[src/rtl/cosine.sv]
// Sequential cosine unit: integer angle in degrees in, BF16 cosine out.
// Range reduction, quadrant fold, 16-step CORDIC in degrees, then BF16 normalise.
module cosine #(
    parameter int ITER        = 16,
    parameter int INPUTOUTBIT = 16
) (
    input  logic                          clk,
    input  logic                          rst,
    input  logic                          start,
    input  logic signed [INPUTOUTBIT-1:0] a,
    output logic        [INPUTOUTBIT-1:0] result,
    output logic                          error,
    output logic                          done
);

    typedef enum logic [2:0] {IDLE, REDUCE, FOLD, CORDIC, NORM, DONE_ST} state_t;

    localparam logic signed [18:0]             K_INIT = 19'sd39797;
    localparam logic signed [INPUTOUTBIT-1:0]  A_MAX  = INPUTOUTBIT'(999);

    state_t             state, next_state;
    logic        [15:0] r;
    logic               neg;
    logic signed [18:0] x, y;
    logic signed [23:0] z;
    logic        [3:0]  iter;

    logic               in_range;
    logic        [15:0] abs_a;
    logic        [15:0] fold_r;
    logic               fold_neg;
    logic signed [18:0] x_sh, y_sh;
    logic        [3:0]  lead;
    logic        [7:0]  frac;
    logic        [7:0]  mant_sum;
    logic        [7:0]  bf_exp;
    logic        [15:0] norm_word;

    // atan(2^-i) in degrees, Q7.16, rounded to nearest
    function automatic logic signed [23:0] atan_deg(input logic [3:0] i);
        case (i)
            4'd0:    atan_deg = 24'sd2949120;
            4'd1:    atan_deg = 24'sd1740967;
            4'd2:    atan_deg = 24'sd919879;
            4'd3:    atan_deg = 24'sd466945;
            4'd4:    atan_deg = 24'sd234379;
            4'd5:    atan_deg = 24'sd117304;
            4'd6:    atan_deg = 24'sd58666;
            4'd7:    atan_deg = 24'sd29335;
            4'd8:    atan_deg = 24'sd14668;
            4'd9:    atan_deg = 24'sd7334;
            4'd10:   atan_deg = 24'sd3667;
            4'd11:   atan_deg = 24'sd1833;
            4'd12:   atan_deg = 24'sd917;
            4'd13:   atan_deg = 24'sd458;
            4'd14:   atan_deg = 24'sd229;
            default: atan_deg = 24'sd115;
        endcase
    endfunction

    always_comb begin
        in_range = (a <= A_MAX) && (a >= -A_MAX);
        abs_a    = 16'(a[INPUTOUTBIT-1] ? -a : a);
        x_sh     = x >>> iter;
        y_sh     = y >>> iter;
    end

    // Fold [0,359] onto [0,90]; the second and third quadrants flip the sign
    always_comb begin
        fold_r   = r;
        fold_neg = 1'b0;
        if (r > 16'd270) begin
            fold_r = 16'd360 - r;
        end else if (r > 16'd90) begin
            fold_neg = 1'b1;
            fold_r   = (r >= 16'd180) ? r - 16'd180 : 16'd180 - r;
        end
    end

    always_comb begin
        lead = 4'd0;
        for (int k = 0; k < 16; k++) begin
            if (x[k]) lead = 4'(k);
        end
        frac      = 8'((x[15:0] << (4'd15 - lead)) >> 7);
        mant_sum  = {1'b0, frac[7:1]} + {7'b0, frac[0]};
        bf_exp    = 8'd111 + {4'b0, lead} + {7'b0, mant_sum[7]};
        norm_word = {neg, bf_exp, mant_sum[6:0]};
        if (x >= 19'sd65536) begin
            norm_word = {neg, 8'd127, 7'd0};
        end else if (x <= 19'sd0) begin
            norm_word = 16'h0000;
        end
    end

    always_ff @(posedge clk or negedge rst) begin
        if (!rst) state <= IDLE;
        else      state <= next_state;
    end

    always_comb begin
        next_state = state;
        case (state)
            IDLE:    if (start) next_state = in_range ? REDUCE : DONE_ST;
            REDUCE:  if (r < 16'd360) next_state = FOLD;
            FOLD:    next_state = (fold_r == 16'd0 || fold_r == 16'd90) ? DONE_ST : CORDIC;
            CORDIC:  if (iter == 4'(ITER - 1)) next_state = NORM;
            NORM:    next_state = DONE_ST;
            DONE_ST: if (!start) next_state = IDLE;
            default: next_state = IDLE;
        endcase
    end

    always_ff @(posedge clk or negedge rst) begin
        if (!rst) begin
            r      <= '0;
            neg    <= 1'b0;
            x      <= '0;
            y      <= '0;
            z      <= '0;
            iter   <= '0;
            result <= '0;
            error  <= 1'b0;
            done   <= 1'b0;
        end else begin
            case (state)
                IDLE: begin
                    done  <= 1'b0;
                    error <= 1'b0;
                    if (start) begin
                        if (!in_range) begin
                            result <= 16'hFFC0;
                            error  <= 1'b1;
                            done   <= 1'b1;
                        end else begin
                            r <= abs_a;
                        end
                    end
                end
                REDUCE: begin
                    if (r >= 16'd360) r <= r - 16'd360;
                end
                FOLD: begin
                    r   <= fold_r;
                    neg <= fold_neg;
                    if (fold_r == 16'd0) begin
                        result <= fold_neg ? 16'hBF80 : 16'h3F80;
                        done   <= 1'b1;
                    end else if (fold_r == 16'd90) begin
                        result <= 16'h0000;
                        done   <= 1'b1;
                    end else begin
                        x    <= K_INIT;
                        y    <= '0;
                        z    <= {fold_r[7:0], 16'h0000};
                        iter <= '0;
                    end
                end
                CORDIC: begin
                    if (!z[23]) begin
                        x <= x - y_sh;
                        y <= y + x_sh;
                        z <= z - atan_deg(iter);
                    end else begin
                        x <= x + y_sh;
                        y <= y - x_sh;
                        z <= z + atan_deg(iter);
                    end
                    iter <= iter + 4'd1;
                end
                NORM: begin
                    result <= norm_word;
                    done   <= 1'b1;
                end
                default: begin
                end
            endcase
        end
    end

endmodule

[config.mk]
export PLATFORM = sky130hd
export DESIGN_NAME = cosine
export DESIGN_NICKNAME = d
export VERILOG_FILES = /design/src/rtl/cosine.sv
export SDC_FILE = /design/constraint.sdc
export NUM_CORES = 1
export LEC_CHECK = 0
export ABC_CLOCK_PERIOD_IN_PS = 5300
export BUFFER_PORTS_ARGS = -buffer_cell sky130_fd_sc_hd__buf_2
export CAP_MARGIN = 20
export CORE_MARGIN = 1
export CORE_UTILIZATION = 45
export DETAILED_ROUTE_END_ITERATION = 8
export PLACE_DENSITY = 0.69
export SLEW_MARGIN = 20
export SYNTH_ARGS = -nofsm -noshare
export SYNTH_HDL_FRONTEND = slang
export SYNTH_SLANG_ARGS = --single-unit
[constraint.sdc]
create_clock -name clk -period 5.3 [get_ports clk]
set_input_delay 0.265 -clock clk [delete_from_list [all_inputs] [get_ports clk]]
set_output_delay 0.265 -clock clk [all_outputs]
set_load 0.01 [all_outputs]
# Word-level counts from Yosys, hierarchy flattened
# Memory sizes are Yosys's and may differ from the RTL's.
# Cells that the tools add are included.
[totals]
memories = 2
elab_cells = 133
out_inout_bits = 18
rom_bits = 704
input_bits = 19
register_bits = 104
[classes]
addsub = 16
n_eq_ne = 17
shifts = 3
order_cmp = 9
mux = 64
n_reduce_logical = 12
[mem_list]
columns = ["memory", "words", "word_bits", "rd", "rd_ports_with_merged_regs", "wr", "line", "source"]
rows = [
  ["(no name shown)", 16, 22, 1, 0, 0, "41", "case (i)"],
  ["(no name shown)", 16, 22, 1, 0, 0, "41", ""],
]
[op_table]
columns = ["operator", "count"]
rows = [
  ["$mux W16", 14],
  ["$mux W24", 7],
  ["$mux W19", 6],
  ["$pmux W16 S3", 2],
  ["$pmux W19 S2", 2],
  ["$mux W4", 16],
  ["$pmux W24 S2", 1],
  ["$add A19 B19 Y19", 2],
  ["$sshr A19 B4 Y19", 2],
  ["$sub A19 B19 Y19", 2],
  ["$add A24 B24 Y24", 1],
  ["$sub A24 B24 Y24", 1],
  ["$ge A19 B18 Y1 const B", 1],
  ["$le A19 B1 Y1 const B", 1],
  ["$mux W3", 6],
  ["$ne A2 B2 Y1 const B", 9],
  ["$pmux W3 S6", 1],
  ["$eq A16 B7 Y1 const B", 1],
  ["$ge A16 B11 Y1 const B", 1],
  ["$ge A16 B8 Y1 const B", 1],
  ["$ge A16 B9 Y1 const B", 1],
  ["$gt A16 B7 Y1 const B", 1],
  ["$gt A16 B9 Y1 const B", 1],
  ["$le A16 B11 Y1 const B", 1],
  ["other kinds (29)", 40],
]

# Longest topological paths before layout
# Gate-level depths: netlist of run 1.
[logic_depth]
ltp_word = 22
ltp_mapped = 28
depth_no_buf = 24

# Worst setup path before layout of run 1
# Ideal clock, no wire load.
[synth_path]
path_kind = "reg-to-reg"
startpoint = "register iter[0]"
endpoint = "register z[21]"
path_stages_with_launch = 28
n_path_buf = 3
arrival_ns = 5.203
path_slack_ns = 0.020
cell_sequence = "dfrtp_1 > buf_2 > buf_4 > buf_2 > inv_2 > ha_1 > or2_2 > o211a_1 > a21o_1 > ha_1 > nand2_1 > nor3b_1 > and3_1 > and2_1 > or2_2 > xnor2_1 > ha_1 > o21a_1 > and3_1 > a21oi_1 > o21a_1 > o21ai_0 > o211ai_1 > nor2b_1 > o21a_1 > o21a_1 > or2_2 > a21oi_1"
[synth_between]
elab_chain_len = 6
[synth_lines]
columns = ["item", "line", "source"]
rows = [
  ["from (decl)", "26", "logic [3:0] iter;"],
  ["from (signal assigned)", "169", "iter <= iter + 4'd1;"],
  ["$mem_v2 Z16 W22", "-", ""],
  ["$mux W24", "160", "if (!z[23]) begin"],
  ["$mux W24", "126", "case (state)"],
  ["$sub A24 B24 Y24 or $add A24 B24 Y24 (tied branches)", "163, 167", ""],
  ["$mux W24 *", "160", ""],
  ["$pmux W24 S2 *", "126", ""],
  ["to (signal assigned)", "155", "z <= {fold_r[7:0], 16'h0000};"],
  ["to (signal assigned)", "163", "z <= z - atan_deg(iter);"],
  ["to (signal assigned)", "167", "z <= z + atan_deg(iter);"],
  ["to (decl)", "25", "logic signed [23:0] z;"],
]
# Mark *: on every way between the ends. The rest lies on a longest branch, timed or not. The select of a mux whose other input is x is not followed.
# A chain may end at the register's enable or synchronous reset.

# Worst setup path after layout of run 1
# Ends and elaborated chain as after synthesis.

==> results of run 1 <==
## layout make-up
cell class | count | area (um^2) | share of cell area
Clock buffer | 9 | 225 | 0.0165
Clock inverter | 7 | 96.3 | 0.00707
Inverter | 60 | 225 | 0.0165
Multi-Input combinational cell | 1338 | 9510 | 0.698
Sequential cell | 103 | 2580 | 0.190
Tap cell | 378 | 473 | 0.0347
Timing Repair Buffer | 76 | 514 | 0.0377
## metrics by stage
step | instances | setup WS [ns] | util | hold slack [ns]
floorplan | 1604 | 0.0200 | - | -0.0306
global placement | 1949 | 0.366 | 0.476 | 0.355
detailed placement | 1949 | 0.227 | 0.476 | 0.358
CTS | 1966 | 0.201 | 0.487 | 0.217
global route | 1971 | -0.0431 | 0.490 | 0.236
finish | 1971 | 0.306 | 0.490 | 0.221
## sequential cells by signal, summed over array words and instances (netlist names)
signal	cells
z	24
x	19
done	1
result	15
state	3
error	1
y	19
r	16
neg	1
iter	4
## synthesized netlist by cell type, types with 32 or more instances
cell type	count	area (um^2)
inv_1	56	210
nand3_1	65	325
o21ai_0	121	606
ha_1	87	1090
nor3_1	34	170
a31oi_1	37	231
clkbuf_1	63	236
nand2_1	138	518
mux4_2	32	721
a21o_1	32	240
a21oi_1	145	726
dfrtp_1	103	2580
xor2_1	54	473
xnor2_1	71	622
nor2_1	134	503
## final timing paths
check	slack [ns]	end	cells after the start
min in group asynchronous	0.47	y[3]$_DFFE_PN0P_	2
min reg2reg	0.48	result[5]$_DFFE_PN0P_	2
max reg2reg	0.31	z[21]$_DFFE_PN0P_	24
max in group asynchronous	3.62	iter[0]$_DFFE_PN0P_	3
max	0.31	z[21]$_DFFE_PN0P_	24
min	0.22	state[0]$_DFFE_PN0P_	3
## cells by family (layout without fill, tap and decap cells)
| family | after synthesis | count (layout) | share of synthesized area |
|---|---|---|---|
| xor gates and xnor gates | 126 | 126 | 0.0875 |
| AOI/OAI and AO/OA | 533 | 533 | 0.272 |
| and+or+nand+nor | 511 | 511 | 0.200 |
| DFF | 103 | 103 | 0.203 |
| adders and majority gates | 90 | 90 | 0.0904 |
| muxes | 78 | 78 | 0.0955 |
| buffers and inverters | 163 | 152 | 0.0524 |
## layer usage
layer / GRT usage / up-vias
met4: 0.0709 / 0
met3: 0.0233 / 50
met1: 0.345 / 5896
met5: 0 / -
li1: - / 5913
met2: 0.425 / 469
## tightest hold or removal path, cell delays in order
cell	delay, ns
buf_2	0.14
nor2_1	0.11
nor2_1	0.05
## repair_timing
item,4_1_cts,5_1_grt
hold buffers,1,0
hold endpoints to repair,50,0
setup endpoints to repair,0,9
setup buffers,0,5
gates resized for setup,0,9
==> results.ini, run 1 <==
[clock_tree]
cts_buffer_depth = 2
h-tree-depth = 3
insertion_delay_ns = 0.37
cts_tree = yes
root_buffer = clkbuf_16
clk_pin_slew_ns = 0.09
cts_buffers = 9
clock-sinks = 103

[synth]
syn_area_per_cell_um2 = 7.92
syn_area_um2 = 12700
synth_warnings = 0
async_flop_share = 1.00
synth_ff_type = dfrtp_1
ys_ff_latch = 103
syn_inst = 1604
seq_area_frac_synth = 0.203
synth_edf_count = 0
ys_types = 93
syn_nets = 1713

[routing]
route.vias.total = 12300
drc = 0
wirelength_um = 36100
wl_per_cell_um = 18.3
drt-met1-wl_um = 16300
first_pass_iters = 5
wl_met2_um = 17000
dr.first_iter.drc_count = 1290
viasPerCell = 6.25
met3WireLength_um = 2020
ant_nets = 0
top_layer = met4

[critical_path]
crit_family = simple AND/OR/NAND/NOR gates
worstSetupPathType = reg -> reg
reg2reg_from = iter[0]$_DFFE_PN0P_
cp-start-kind = flip-flop
required_ns = 5.60
worstPathBufferInverterCount = 1
startpoint = iter[0]$_DFFE_PN0P_
cp.arrival_ns = 5.30
cp_slowest_stage_delay_ns = 0.47
cp_max_fo = 7
critPathCaptureType = flip-flop
crit_slowest_cell = dfrtp_2
crit_chain = inv_2, ha_2, or2_2, o211a_1, a21o_1, ha_1, nand2_1, nor3b_1, and3_1, and2_1, or2_2, xnor2_1, ha_1, o21a_1, and3_1, a21oi_1, o21a_1, o21ai_0, o211ai_1, nor2b_1, o21a_1, o21a_1, or2_2, a21oi_1
cpMostUsedCell = o21a_1

[placed_design]
dpl.hpwl_um = 26700
port-buffer-count = 36
gp_congestion = 0.957
placed_area_um2 = 13200

[worst_hold_path]
worstHoldStart = start
min_path_type = in -> reg

[floorplanning]
rows = 61
die_w_um = 170
start_util = 0.457
die_h_um = 170
die-area_um2 = 28900
ios = 37
fp.coreArea_um2 = 27800

[final_layout]
final_nets = 1697
final_cell_mix = a21oi_1, nand2_1, nor2_1
fin_area_um2 = 13600
diodes = 0
synthToLayoutAreaGrowth_pct = 7.24
layout-drive-gt1-share = 0.124
final_common_cell = a21oi_1
fillers = 2702

[sta]
setup_viol = 0
slew_headroom = 0.325
worstMarginPinSlew_ns = 1.01
clock.fmax_mhz = 200
setup_tns_ns = 0
fin_crit_ns = 4.99
drv_slew = 0
finalCritPeriodShare = 0.942
skew_ns = 0.00936
hold_violations = 0

[global_routing]
antenna_found_initial = 0
track_usage = 0.253
grt_max_degree = 54
grt_pass1_vias = 11500
grt_overflow = 0
grt_pass1_wl_um = 59300

[job]
drv_cap = 0

[run_status]
outcome = completed

Power of run 1 is not shown: default switching activity piles up to over one toggle a cycle in this logic, so the estimate is an artifact.
==> run 2: changes to the inputs <==
Settings changed: CORE_MARGIN 1 to 5.
==> results.ini, run 2 (synthesis results as in run 1) <==
[final_layout]
fillers = 2728  ; +0.96%
multi_input_area_um2 = 9500  ; -0.11%
regArea_um2 = 2580  ; unchanged
diodes = 0  ; unchanged
layout-drive-gt1-share = 0.121  ; -0.00331
top_regs = z (24), x (19), y (19)
largest_reg_flops = 24  ; unchanged
final_cell_mix = a21oi_1, nand2_1, nor2_1
final_nets = 1692  ; -0.29%
top_register = z
synthToLayoutAreaGrowth_pct = 7.05
final_common_cell = a21oi_1

[global_routing]
grt_overflow = 0  ; unchanged
grt_pass1_wl_um = 60200  ; +1.5%
grt_pass1_vias = 11700  ; +1.7%
antenna_found_initial = 0  ; unchanged
grt_max_degree = 54  ; unchanged
track_usage = 0.229  ; -0.0245

[sta]
finalCritPeriodShare = 0.940  ; -0.00228
clock.fmax_mhz = 201  ; +0.24%
fin_crit_ns = 4.98  ; -0.0121 ns
slew_headroom = 0.309  ; -0.0159
drv_slew = 0  ; unchanged
rsz0062_at_grt = false
setup_viol = 0  ; unchanged
skew_ns = 0.00902  ; -0.000343 ns
worstMarginPinSlew_ns = 1.03  ; +0.0168 ns
setup_tns_ns = 0  ; unchanged
hold_violations = 0  ; unchanged

[placed_design]
dpl.hpwl_um = 27000  ; +1.0%
gp_congestion = 0.937  ; -2.1%
port-buffer-count = 36  ; unchanged

[routing]
route.vias.total = 12300  ; -0.39%
drc = 0  ; unchanged
first_pass_iters = 5  ; unchanged
wl_per_cell_um = 18.4  ; +0.21%
viasPerCell = 6.25  ; about the same
dr.first_iter.drc_count = 1191  ; -7.7%
wirelength_um = 36100  ; about the same
ant_nets = 0  ; unchanged

[worst_hold_path]
min_path_type = in -> reg

[critical_path]
worstSetupPathType = reg -> reg
critPathCaptureType = flip-flop
required_ns = 5.60  ; about the same
cp-start-kind = flip-flop
cp_max_fo = 31  ; +24
cp.arrival_ns = 5.28  ; -0.02 ns

[job]
drv_cap = 0  ; unchanged

[floorplanning]
fp.coreArea_um2 = 27900  ; +0.28%
die_h_um = 178  ; +4.7%
start_util = 0.456  ; -0.00125
die_w_um = 178  ; +4.7%
ios = 37  ; unchanged
die-area_um2 = 31700  ; +9.6%
rows = 61  ; unchanged

[clock_tree]
cts_buffer_depth = 2  ; unchanged
clk_pin_slew_ns = 0.08  ; about the same
root_buffer = clkbuf_16
insertion_delay_ns = 0.36  ; about the same
cts_tree = yes
clock-sinks = 103  ; unchanged
h-tree-depth = 3  ; unchanged
cts_buffers = 9  ; unchanged

[run_status]
outcome = completed

[run 2: cell types whose count changed in the layout (fill, tap and decap cells not counted), moves of 2 or more]
cell / previous run / this run
inv_8: 2 / 0
clkbuf_8: 0 / 2
clkinv_8: 3 / 0
o21ai_0: 121 / 118
bufinv_16: 0 / 2
buf_4: 37 / 32
o21ai_1: 9 / 12
[run 2: path summary, 6_finish.rpt]
| check | startpoint | endpoint | slack [ns] | cells past startpoint |
|---|---|---|---|---|
| worst max-delay path | iter[0]$_DFFE_PN0P_ | x[18]$_DFFE_PN0P_ | 0.32 | 20 |
| worst min-delay path | start | state[0]$_DFFE_PN0P_ | 0.25 | 3 |
| worst max register to register | iter[0]$_DFFE_PN0P_ | x[18]$_DFFE_PN0P_ | 0.32 | 20 |
| worst min register to register | result[5]$_DFFE_PN0P_ | result[5]$_DFFE_PN0P_ | 0.48 | 2 |
| min in group asynchronous | rst | r[9]$_DFFE_PN0P_ | 0.49 | 2 |
| max in group asynchronous | rst | iter[1]$_DFFE_PN0P_ | 3.58 | 3 |
[run 2: layer usage]
layer	global-route usage	share of wire
met5	0	0
met1	0.325	0.46
met4	0.0529	0.019
met2	0.374	0.47
met3	0.0254	0.054
[run 2: cell type report]
cell class,instances,share of cell area
multi-input cells,1338,0.698
flip-flops and latches,103,0.190
repair buffers,71,0.0362
well taps,378,0.0348
clock buffers,11,0.0186
inverters,60,0.0166
clock inverters,4,0.00561
[run 2: timing repair]
item,in CTS,in global routing
hold endpoints to repair,52,0
buffers inserted,0,2
hold buffers,1,0
endpoints found under the setup margin,0,8
gates resized for setup,0,9
[run 2: critical path: stages, from the launching register on]
cell,delay [ns]
dfrtp_2,0.44
buf_12,0.25
mux4_2,0.58
mux2_2,0.29
o21ai_0,0.30
nor4b_2,0.38
nand3_1,0.19
nor3_2,0.23
nor2_1,0.08
xnor2_1,0.14
ha_1,0.36
a21o_1,0.20
a21o_1,0.18
a21oi_1,0.21
o21a_1,0.16
a31oi_1,0.06
a21o_1,0.20
a21oi_1,0.17
xnor2_1,0.10
or3_1,0.32
nand3_1,0.08
[run 2: per-stage QoR]
stage                     worst slack, ns  instances  cell area (um^2)  hold slack (ns)   util
final                               0.318       1965             13600            0.253  0.488
after global routing               0.0235       1965             13600            0.261  0.488
after CTS                           0.185       1962             13500            0.239  0.486
after detailed placement            0.199       1946             13200            0.353  0.473
after global placement              0.311       1946             13200            0.343  0.473
after floorplan                    0.0200       1604             12700          -0.0306      -
Power of run 2 is left out for the same reason.
==> run 3: changes to the inputs <==
Settings changed: ABC_AREA set to 1.
==> results.ini, run 3 <==
[synth]
ys_ff_latch = 103  ; unchanged
ys_types = 69  ; -26%
syn_inst = 2016  ; +26%
synth.most_common_cell = nand2_1
seq_area_frac_synth = 0.204  ; +0.00104
async_flop_share = 1.00  ; unchanged
synth_warnings = 0  ; unchanged
yosysTopAreaCellShare = 0.204  ; +0.00104
synth_common_cells = nand2_1, inv_1, o21ai_0
syn_area_per_cell_um2 = 6.27  ; -21%
synth_ff_type = dfrtp_1
syn_nets = 2125  ; +24%
ys_top_cells_by_area = dfrtp_1, nand2_1, ha_1
synth_edf_count = 0  ; unchanged
syn_area_um2 = 12600  ; -0.51%
synth_top_area_cell = dfrtp_1

[final_layout]
layout-drive-gt1-share = 0.0674  ; -0.0536
fillers = 2939  ; +7.7%
top_register = z
largest_reg_flops = 24  ; unchanged
final_nets = 2122  ; +25%
fin_cells = 2396  ; +22%
top_regs = z (24), x (19), y (19)
final_common_cell = nand2_1
regArea_um2 = 2580  ; -0.15%
synthToLayoutAreaGrowth_pct = 5.67
diodes = 0  ; unchanged
multi_input_area_um2 = 8760  ; -7.8%
final_cell_mix = nand2_1, inv_1, nor2_1

[clock_tree]
h-tree-depth = 3  ; unchanged
cts_tree = yes
clock-sinks = 103  ; unchanged
cts_buffer_depth = 2  ; unchanged
post_cts_buffers = 0  ; unchanged
root_buffer = clkbuf_16
ctsResizeCount = 0  ; unchanged
ctsHoldBuffers = 0  ; -1
clk_pin_slew_ns = 0.08  ; about the same
insertion_delay_ns = 0.36  ; about the same
cts_buffers = 9  ; unchanged

[global_routing]
grt_pass1_vias = 12500  ; +7.0%
grt_max_degree = 69  ; +28%
grt_overflow = 0  ; unchanged
grt_pass1_wl_um = 60500  ; +0.54%
track_usage = 0.230  ; +0.00199
antenna_found_initial = 0  ; unchanged

[job]
drv_cap = 0  ; unchanged

[routing]
drc = 0  ; unchanged
route.vias.total = 13400  ; +9.1%
first_pass_iters = 6  ; +1
viasPerCell = 5.59  ; -11%
ant_nets = 0  ; unchanged
wl_per_cell_um = 15.3  ; -17%
wirelength_um = 36600  ; +1.4%
dr.first_iter.drc_count = 1141  ; -4.2%

[sta]
hold_violations = 11  ; +11
rsz0062_at_grt = false
skew_ns = 0.0108  ; +0.00178 ns
clock.fmax_mhz = 209  ; +3.9%
worst_slack_ns = 0.507  ; +0.189 ns
slew_headroom = 0.429  ; +0.120
drv_slew = 0  ; unchanged
setup_viol = 0  ; unchanged
worstMarginPinSlew_ns = 0.857  ; -0.170 ns
finalCritPeriodShare = 0.904  ; -0.0357
whs_ns = -0.00833  ; -0.261 ns
setup_tns_ns = 0  ; unchanged
fin_crit_ns = 4.79  ; -0.189 ns

[critical_path]
cp-start-kind = flip-flop
worstSetupPathType = reg -> reg
required_ns = 5.54  ; -0.06 ns
crit_slowest_cell = dfrtp_1
cp.arrival_ns = 5.04  ; -0.24 ns
worstPathBufferInverterCount = 3  ; +2
crit_family = compound AO/OA/AOI/OAI gates
cp_max_fo = 16  ; -48%
critPathCaptureType = flip-flop
cp_slowest_stage_delay_ns = 0.40  ; -0.18 ns
cpMostUsedCell = o21ai_0

[placed_design]
dpl.hpwl_um = 27900  ; +3.6%
placedCellCount = 2380  ; +22%
gp_congestion = 0.962  ; +2.6%
port-buffer-count = 36  ; unchanged
place_ws_ns = 0.671  ; +0.472 ns

[floorplanning]
fp.coreArea_um2 = 27800  ; -0.27%
die_w_um = 178  ; -0.24%
start_util = 0.455  ; -0.00109
rows = 61  ; unchanged
ios = 37  ; unchanged
die-area_um2 = 31500  ; -0.48%
die_h_um = 178  ; -0.24%

[run_status]
outcome = finished with violations
violations = hold timing

[worst_hold_path]
min_path_type = in -> async

run 3: cell type report:
cell class                 count  share of cell area
tap                          378              0.0354
sequential                   103               0.193
clock inverter                 5             0.00309
timing repair buffer          57              0.0264
inverter                     244              0.0689
multi-input combinational   1598               0.656
clock buffer                  11              0.0174
run 3: final timing paths:
path | to | cells after the start | from | slack, ns
hold reg to reg | result[5]$_DFFE_PN0P_ | 2 | result[5]$_DFFE_PN0P_ | 0.48
setup reg to reg | z[21]$_DFFE_PN0P_ | 25 | iter[1]$_DFFE_PN0P_ | 0.51
max in group asynchronous | iter[0]$_DFFE_PN0P_ | 2 | rst | 4.10
setup / recovery | z[21]$_DFFE_PN0P_ | 25 | iter[1]$_DFFE_PN0P_ | 0.51
min in group clk | state[2]$_DFFE_PN0P_ | 3 | start | 0.21
hold / removal | y[12]$_DFFE_PN0P_ | 1 | rst | -0.008
run 3: per-layer routing:
layer,global-route usage,wire length [um],up-vias
met1,0.312,16900,6214
met4,0.0677,768,0
met5,0,0,-
met2,0.384,17000,393
met3,0.0326,1950,74
li1,-,-,6718
run 3: metrics by stage:
step	hold slack (ns)	util	cell area (um^2)
final	-0.00833	0.481	13400
after global routing	0.0654	0.481	13400
after CTS	0.0293	0.480	13300
after detailed placement	0.410	0.471	13100
after global placement	0.407	0.471	13100
after floorplan	-0.0306	-	12600
run 3: cells by family after synthesis:
group	count (synthesis)	share of synthesized area
AND/OR/NAND/NOR	929	0.316
AO/OA/AOI/OAI	478	0.212
buffers and inverters	315	0.105
flip-flops	103	0.204
adder cells (fa/ha/maj)	90	0.0909
XOR/XNOR	87	0.0609
multiplexers	14	0.0111
Power of run 3 is left out for the same reason.
